**config.mk**
```make
export PLATFORM = sky130hd
export DESIGN_NAME = fifo_uart_drain_flat
export DESIGN_NICKNAME = d
export VERILOG_FILES = /design/src/rtl/fifo_uart_drain_if.sv /design/src/rtl/fifo_uart_drain.sv /design/src/flat_wrapper.sv
export SDC_FILE = /design/constraint.sdc
export NUM_CORES = 1
export LEC_CHECK = 0
export CAP_MARGIN = 25
export CORE_MARGIN = 3
export CORE_UTILIZATION = 40
export CTS_CLUSTER_DIAMETER = 30
export DETAILED_ROUTE_END_ITERATION = 6
export GPL_TIMING_DRIVEN = 1
export PLACE_DENSITY = 0.61
export SETUP_SLACK_MARGIN = 0.05
export SYNTH_ARGS = -nofsm -noshare
export SYNTH_HDL_FRONTEND = slang
export SYNTH_SLANG_ARGS = --single-unit
```
**constraint.sdc**
```tcl
create_clock -name clk -period 2.5 [get_ports clk]
set_input_delay 0.25 -clock clk [delete_from_list [all_inputs] [get_ports clk]]
set_output_delay 0.25 -clock clk [all_outputs]
set_load 0.01 [all_outputs]
```
**src/rtl/fifo_uart_drain_if.sv**
```systemverilog
// FIFO read-port bundle between the byte FIFO and its UART drain.
// The drain is the master: it owns fifo_read_en. The FIFO side is the slave.
interface fifo_uart_drain_if;
  logic       fifo_empty;
  logic [7:0] fifo_rd_data;
  logic       fifo_read_en;

  modport master (
    input  fifo_empty,
    input  fifo_rd_data,
    output fifo_read_en
  );

  modport slave (
    output fifo_empty,
    output fifo_rd_data,
    input  fifo_read_en
  );
endinterface

```
**src/rtl/fifo_uart_drain.sv**
```systemverilog
// fifo_uart_drain: pops bytes from the FIFO one at a time and sends each as a
// UART frame on tx.
// Frame layout: start bit, 8 data bits LSB first, optional even parity, one stop bit.
// Every output comes straight from a flop, so tx never glitches on the pin.
module fifo_uart_drain #(
  parameter int unsigned CLKS_PER_BIT = 16,
  parameter bit          PARITY_EN    = 1'b0
) (
  input  logic                     clk,
  input  logic                     reset,
  input  logic                     enable,
  fifo_uart_drain_if.master        fifo,
  output logic                     tx,
  output logic                     busy,
  output logic [15:0]              bytes_sent
);

  localparam int unsigned CNT_W  = $clog2(CLKS_PER_BIT);
  localparam int unsigned BIT_W  = 3;
  localparam int unsigned BYTE_W = 8;
  localparam int unsigned SENT_W = 16;
  localparam logic [CNT_W-1:0] BAUD_LAST = CNT_W'(CLKS_PER_BIT - 1);
  localparam logic [BIT_W-1:0] LAST_BIT  = BIT_W'(7);

  typedef enum logic [2:0] {
    IDLE,
    FETCH,
    CAPTURE,
    START,
    DATA,
    PARITY,
    STOP
  } state_t;

  state_t              state;
  logic [CNT_W-1:0]    baud_cnt;
  logic [BIT_W-1:0]    bit_idx;
  logic [BYTE_W-1:0]   shift;
  logic                parity_bit;
  logic [SENT_W-1:0]   sent_count;
  logic                baud_done_c;

  // The last clk of the current bit period.
  assign baud_done_c = (baud_cnt == BAUD_LAST);
  assign bytes_sent  = sent_count;

  // Frame sequencer. Outputs are set for the state being entered.
  always_ff @(posedge clk) begin
    if (reset) begin
      state             <= IDLE;
      tx                <= 1'b1;
      busy              <= 1'b0;
      fifo.fifo_read_en <= 1'b0;
      sent_count        <= '0;
      baud_cnt          <= '0;
      bit_idx           <= '0;
      shift             <= '0;
      parity_bit        <= 1'b0;
    end else begin
      fifo.fifo_read_en <= 1'b0;
      case (state)
        IDLE: begin
          tx <= 1'b1;
          if (enable && !fifo.fifo_empty) begin
            state             <= FETCH;
            fifo.fifo_read_en <= 1'b1;
            busy              <= 1'b1;
          end
        end

        // The pop is in flight. The FIFO presents the byte during CAPTURE.
        FETCH: begin
          state <= CAPTURE;
        end

        CAPTURE: begin
          shift      <= fifo.fifo_rd_data;
          parity_bit <= PARITY_EN ? ^fifo.fifo_rd_data : 1'b0;
          bit_idx    <= '0;
          baud_cnt   <= '0;
          state      <= START;
          tx         <= 1'b0;
        end

        START: begin
          if (baud_done_c) begin
            baud_cnt <= '0;
            state    <= DATA;
            tx       <= shift[0];
          end else begin
            baud_cnt <= baud_cnt + CNT_W'(1);
          end
        end

        DATA: begin
          if (baud_done_c) begin
            baud_cnt <= '0;
            if (bit_idx == LAST_BIT) begin
              if (PARITY_EN) begin
                state <= PARITY;
                tx    <= parity_bit;
              end else begin
                state <= STOP;
                tx    <= 1'b1;
              end
            end else begin
              shift   <= {1'b0, shift[BYTE_W-1:1]};
              tx      <= shift[1];
              bit_idx <= bit_idx + BIT_W'(1);
            end
          end else begin
            baud_cnt <= baud_cnt + CNT_W'(1);
          end
        end

        PARITY: begin
          if (baud_done_c) begin
            baud_cnt <= '0;
            state    <= STOP;
            tx       <= 1'b1;
          end else begin
            baud_cnt <= baud_cnt + CNT_W'(1);
          end
        end

        STOP: begin
          if (baud_done_c) begin
            baud_cnt   <= '0;
            sent_count <= sent_count + SENT_W'(1);
            state      <= IDLE;
            busy       <= 1'b0;
            tx         <= 1'b1;
          end else begin
            baud_cnt <= baud_cnt + CNT_W'(1);
          end
        end

        default: begin
          state <= IDLE;
          tx    <= 1'b1;
          busy  <= 1'b0;
        end
      endcase
    end
  end

endmodule

```
**src/flat_wrapper.sv**
```systemverilog
// flat-port wrapper written by rule: the top's interface ports become plain ports
module fifo_uart_drain_flat 
#(
  parameter int unsigned CLKS_PER_BIT = 16,
  parameter bit          PARITY_EN    = 1'b0
)
  (clk, reset, enable, tx, busy, bytes_sent, fifo_fifo_empty, fifo_fifo_rd_data, fifo_fifo_read_en);
  fifo_uart_drain_if fifo_i ();
  input  logic clk;
  input  logic reset;
  input  logic enable;
  output logic tx;
  output logic busy;
  output logic [15:0] bytes_sent;
  input wire logic [$bits(fifo_i.fifo_empty)-1:0] fifo_fifo_empty;
  input wire logic [$bits(fifo_i.fifo_rd_data)-1:0] fifo_fifo_rd_data;
  output wire logic [$bits(fifo_i.fifo_read_en)-1:0] fifo_fifo_read_en;
  assign fifo_i.fifo_empty = fifo_fifo_empty;
  assign fifo_i.fifo_rd_data = fifo_fifo_rd_data;
  assign fifo_fifo_read_en = fifo_i.fifo_read_en;
  fifo_uart_drain #(.CLKS_PER_BIT(CLKS_PER_BIT), .PARITY_EN(PARITY_EN)) u_core (.clk(clk), .reset(reset), .enable(enable), .fifo(fifo_i), .tx(tx), .busy(busy), .bytes_sent(bytes_sent));
endmodule
```
==> impl_metrics.toml <==
[sta]
timing.setup.tns_ps = 0
final_period_minus_worst_setup_slack_ps = 2210
finalHoldViolations = 0
final_cycle_utilization_of_the_critical_path = 0.884
tightest_slew_ps = 505
slew_violations = 0
rsz0062_at_grt = "false"
maxClockFrequency_mhz = 452
post_route_skew_ps = 5.81
maxSlewHeadroom = 0.660
finalWorstSetupSlack_ps = 289
setup_viol = 0

[placement]
post-place-cells = 324
port_buffer_count = 30
place.gp.congestion = 0.853
setup_slack_at_placement_ps = 321
dp_hpwl_mm = 2.95

[global_routing]
grt_pass1_wl_mm = 7.31
grt.overflow.total = 0
grt_max_degree = 38
gr-usage-all-layers = 0.151
antenna_found_initial = 0
vias_in_the_first_global_route = 1576

[run_status]
run_status = "complete, no violations"

[clock_tree]
cts_buffers = 5
cts_tree = "built"
ctsHtreeMaxLevel = 2
clk_root_buffer_cell = "sky130_fd_sc_hd__clkbuf_8"
cts.repair.resized = 0
cts_hold_repair.buffers = 0
path_clk_slew_ps = 70
cts-root-to-sink-buffers = 2
postCtsSetupRepairBufs = 0
clkLatencyLatePin_ps = 280
cts_sinks = 37

[route]
drt_pass1_iterations = 4
drt_drc = 0
route.detailed.vias_per_inst = 5.33
wl_per_cell_um = 12.8
routed_wl_mm = 4.26
vias = 1768
first_iter_violations = 46
ant_nets = 0

[synth]
synth-seq-cells = 37
async_reset_ff_frac = 0
synth_sequential_area_ratio = 0.376
synth_ff_type = "sky130_fd_sc_hd__dfxtp_1"
postSynthAreaPerCell_um2 = 8.23
syn-num-nets = 255
netlist-cell-type-count = 48
synth_enable_flop_cells = 0
syn_inst = 239
post_synth_instance_area_mm2 = 0.00197
yosys_warnings = 0

[power]
power_leakage_nw = 0.843
totalPowerFinal_w = 0.00123
power_per_cell_area_mw_per_mm2 = 510
peakVddDrop_uv = 335

[floorplanning]
coreArea_mm2 = 0.00456
rows = 24
io_pins = 31
floorplan.die_area_mm2 = 0.00580
die_outline_height_um = 76.1
initial_core_utilization = 0.431
die_extent_in_x_um = 76.1

[layout]
diodes = 0
share_of_layout_cells_above_drive_strength_1 = 0.0824
area_growth_pct = 22.3
nets = 282
final_common_cell = "sky130_fd_sc_hd__dfxtp_1"
final_cell_mix = "sky130_fd_sc_hd__dfxtp_1, sky130_fd_sc_hd__a21oi_1, sky130_fd_sc_hd__clkdlybuf4s50_1"
fillCellCount = 453
final_cells = 332
finish.utilization = 0.527

[worst_setup_path]
cp_data_arrival_time_ps = 2430
required_time_of_the_critical_path_ps = 2720
critical_path.startpoint_type = "flop"
largest_fanout_on_the_critical_path = 13
timing.setup.critical_path_class = "flop to flop"
end_kind = "flop"

[hold_path]
min_path_type = "flop to flop"

[job]
maxCapViolations = 0
[where the power goes]
group | leakage, nW | total (W) | internal (W) | switching (W)
clock network | 0.0395 | 0.000400 | 0.000198 | 0.000201
registers | 0.300 | 0.000626 | 0.000614 | 0.0000124
logic | 0.503 | 0.000203 | 0.0000878 | 0.000115
[cells by family (layout without fill, tap and decap cells)]
kind of cell,count (synthesis),in the layout,synth area share
buffers and inverters,26,54,0.0591
AO/OA/AOI/OAI,73,73,0.215
XOR/XNOR,5,5,0.0222
flip-flops,37,37,0.376
AND/OR/NAND/NOR,85,85,0.249
multiplexers,9,9,0.0528
adder cells (fa/ha/maj),4,4,0.0254
[layout make-up]
class	count	area (um^2)	area share
Inverter	7	26.3	0.0109
Timing Repair Buffer	39	368	0.153
Clock buffer	8	80.1	0.0333
Tap cell	65	81.3	0.0338
Multi-Input combinational cell	176	1110	0.462
Sequential cell	37	741	0.308
[synthesized netlist by cell type, types with 2 or more instances]
| cell type | instances | area [um^2] |
|---|---|---|
| sky130_fd_sc_hd__dfxtp_1 | 37 | 741 |
| sky130_fd_sc_hd__a21oi_1 | 30 | 150 |
| sky130_fd_sc_hd__o21ai_0 | 22 | 110 |
| sky130_fd_sc_hd__nand2_1 | 16 | 60.1 |
| sky130_fd_sc_hd__nor2_1 | 15 | 56.3 |
| sky130_fd_sc_hd__or3_1 | 14 | 87.6 |
| sky130_fd_sc_hd__clkbuf_1 | 11 | 41.3 |
| sky130_fd_sc_hd__nand3_1 | 8 | 40.0 |
| sky130_fd_sc_hd__inv_1 | 7 | 26.3 |
| sky130_fd_sc_hd__mux2i_1 | 7 | 70.1 |
| sky130_fd_sc_hd__nor4_1 | 5 | 31.3 |
| sky130_fd_sc_hd__o31ai_1 | 5 | 37.5 |
| sky130_fd_sc_hd__or4_1 | 5 | 37.5 |
| sky130_fd_sc_hd__ha_1 | 4 | 50.1 |
| sky130_fd_sc_hd__xnor2_1 | 4 | 35.0 |
| sky130_fd_sc_hd__buf_2 | 3 | 15.0 |
| sky130_fd_sc_hd__nand2b_1 | 3 | 18.8 |
| sky130_fd_sc_hd__a211oi_1 | 2 | 15.0 |
| sky130_fd_sc_hd__a31oi_1 | 2 | 12.5 |
| sky130_fd_sc_hd__and4_1 | 2 | 17.5 |
| sky130_fd_sc_hd__buf_1 | 2 | 7.51 |
| sky130_fd_sc_hd__buf_4 | 2 | 15.0 |
| sky130_fd_sc_hd__nand3b_1 | 2 | 15.0 |
| sky130_fd_sc_hd__nand4_1 | 2 | 12.5 |
| sky130_fd_sc_hd__nand4_2 | 2 | 25.0 |
| sky130_fd_sc_hd__nor3_1 | 2 | 10.0 |
| sky130_fd_sc_hd__o211ai_1 | 2 | 15.0 |
| sky130_fd_sc_hd__o22ai_1 | 2 | 12.5 |
| sky130_fd_sc_hd__o31a_1 | 2 | 17.5 |
[critical path, cell delays in order, from the launching register on]
cell and delay (ps):
sky130_fd_sc_hd__dfxtp_1 390, sky130_fd_sc_hd__ha_1 280, sky130_fd_sc_hd__and3_1 410, sky130_fd_sc_hd__nand4_2 340
sky130_fd_sc_hd__or4_1 580, sky130_fd_sc_hd__a21oi_1 140
[metal layers]
layer	global-route usage	vias to the layer above	part of all wire
met5	0	-	0
met4	0.0543	0	0.013
met3	0.0390	5	0.039
met2	0.238	28	0.45
met1	0.200	802	0.49
li1	-	933	-
[worst paths after layout]
check                startpoint                     to  slack [ps]  cells past startpoint
max          u_core.baud_cnt[1]  u_core.bytes_sent[15]         290                      5
min             u_core.shift[3]        u_core.shift[3]         480                      2
max reg2reg  u_core.baud_cnt[1]  u_core.bytes_sent[15]         290                      5
min reg2reg     u_core.shift[3]        u_core.shift[3]         480                      2
[sequential cells by signal, indices dropped and copies added, names as in the netlist]
| name | flops |
|---|---|
| u_core.busy | 1 |
| u_core.bit_idx | 3 |
| u_core.state | 3 |
| u_core.bytes_sent | 16 |
| u_core.tx | 1 |
| u_core.shift | 8 |
| u_core.baud_cnt | 4 |
| u_core.fifo.fifo_read_en | 1 |
[metrics by stage]
| stage | area [um^2] | hold slack [ps] |
|---|---|---|
| finish | 2410 | 477 |
| global route | 2410 | 498 |
| CTS | 2410 | 476 |
| detailed placement | 2330 | 466 |
| global placement | 2330 | 457 |
| floorplan | 1970 | 449 |
No activity file was read; power rests on OpenSTA's default activity.
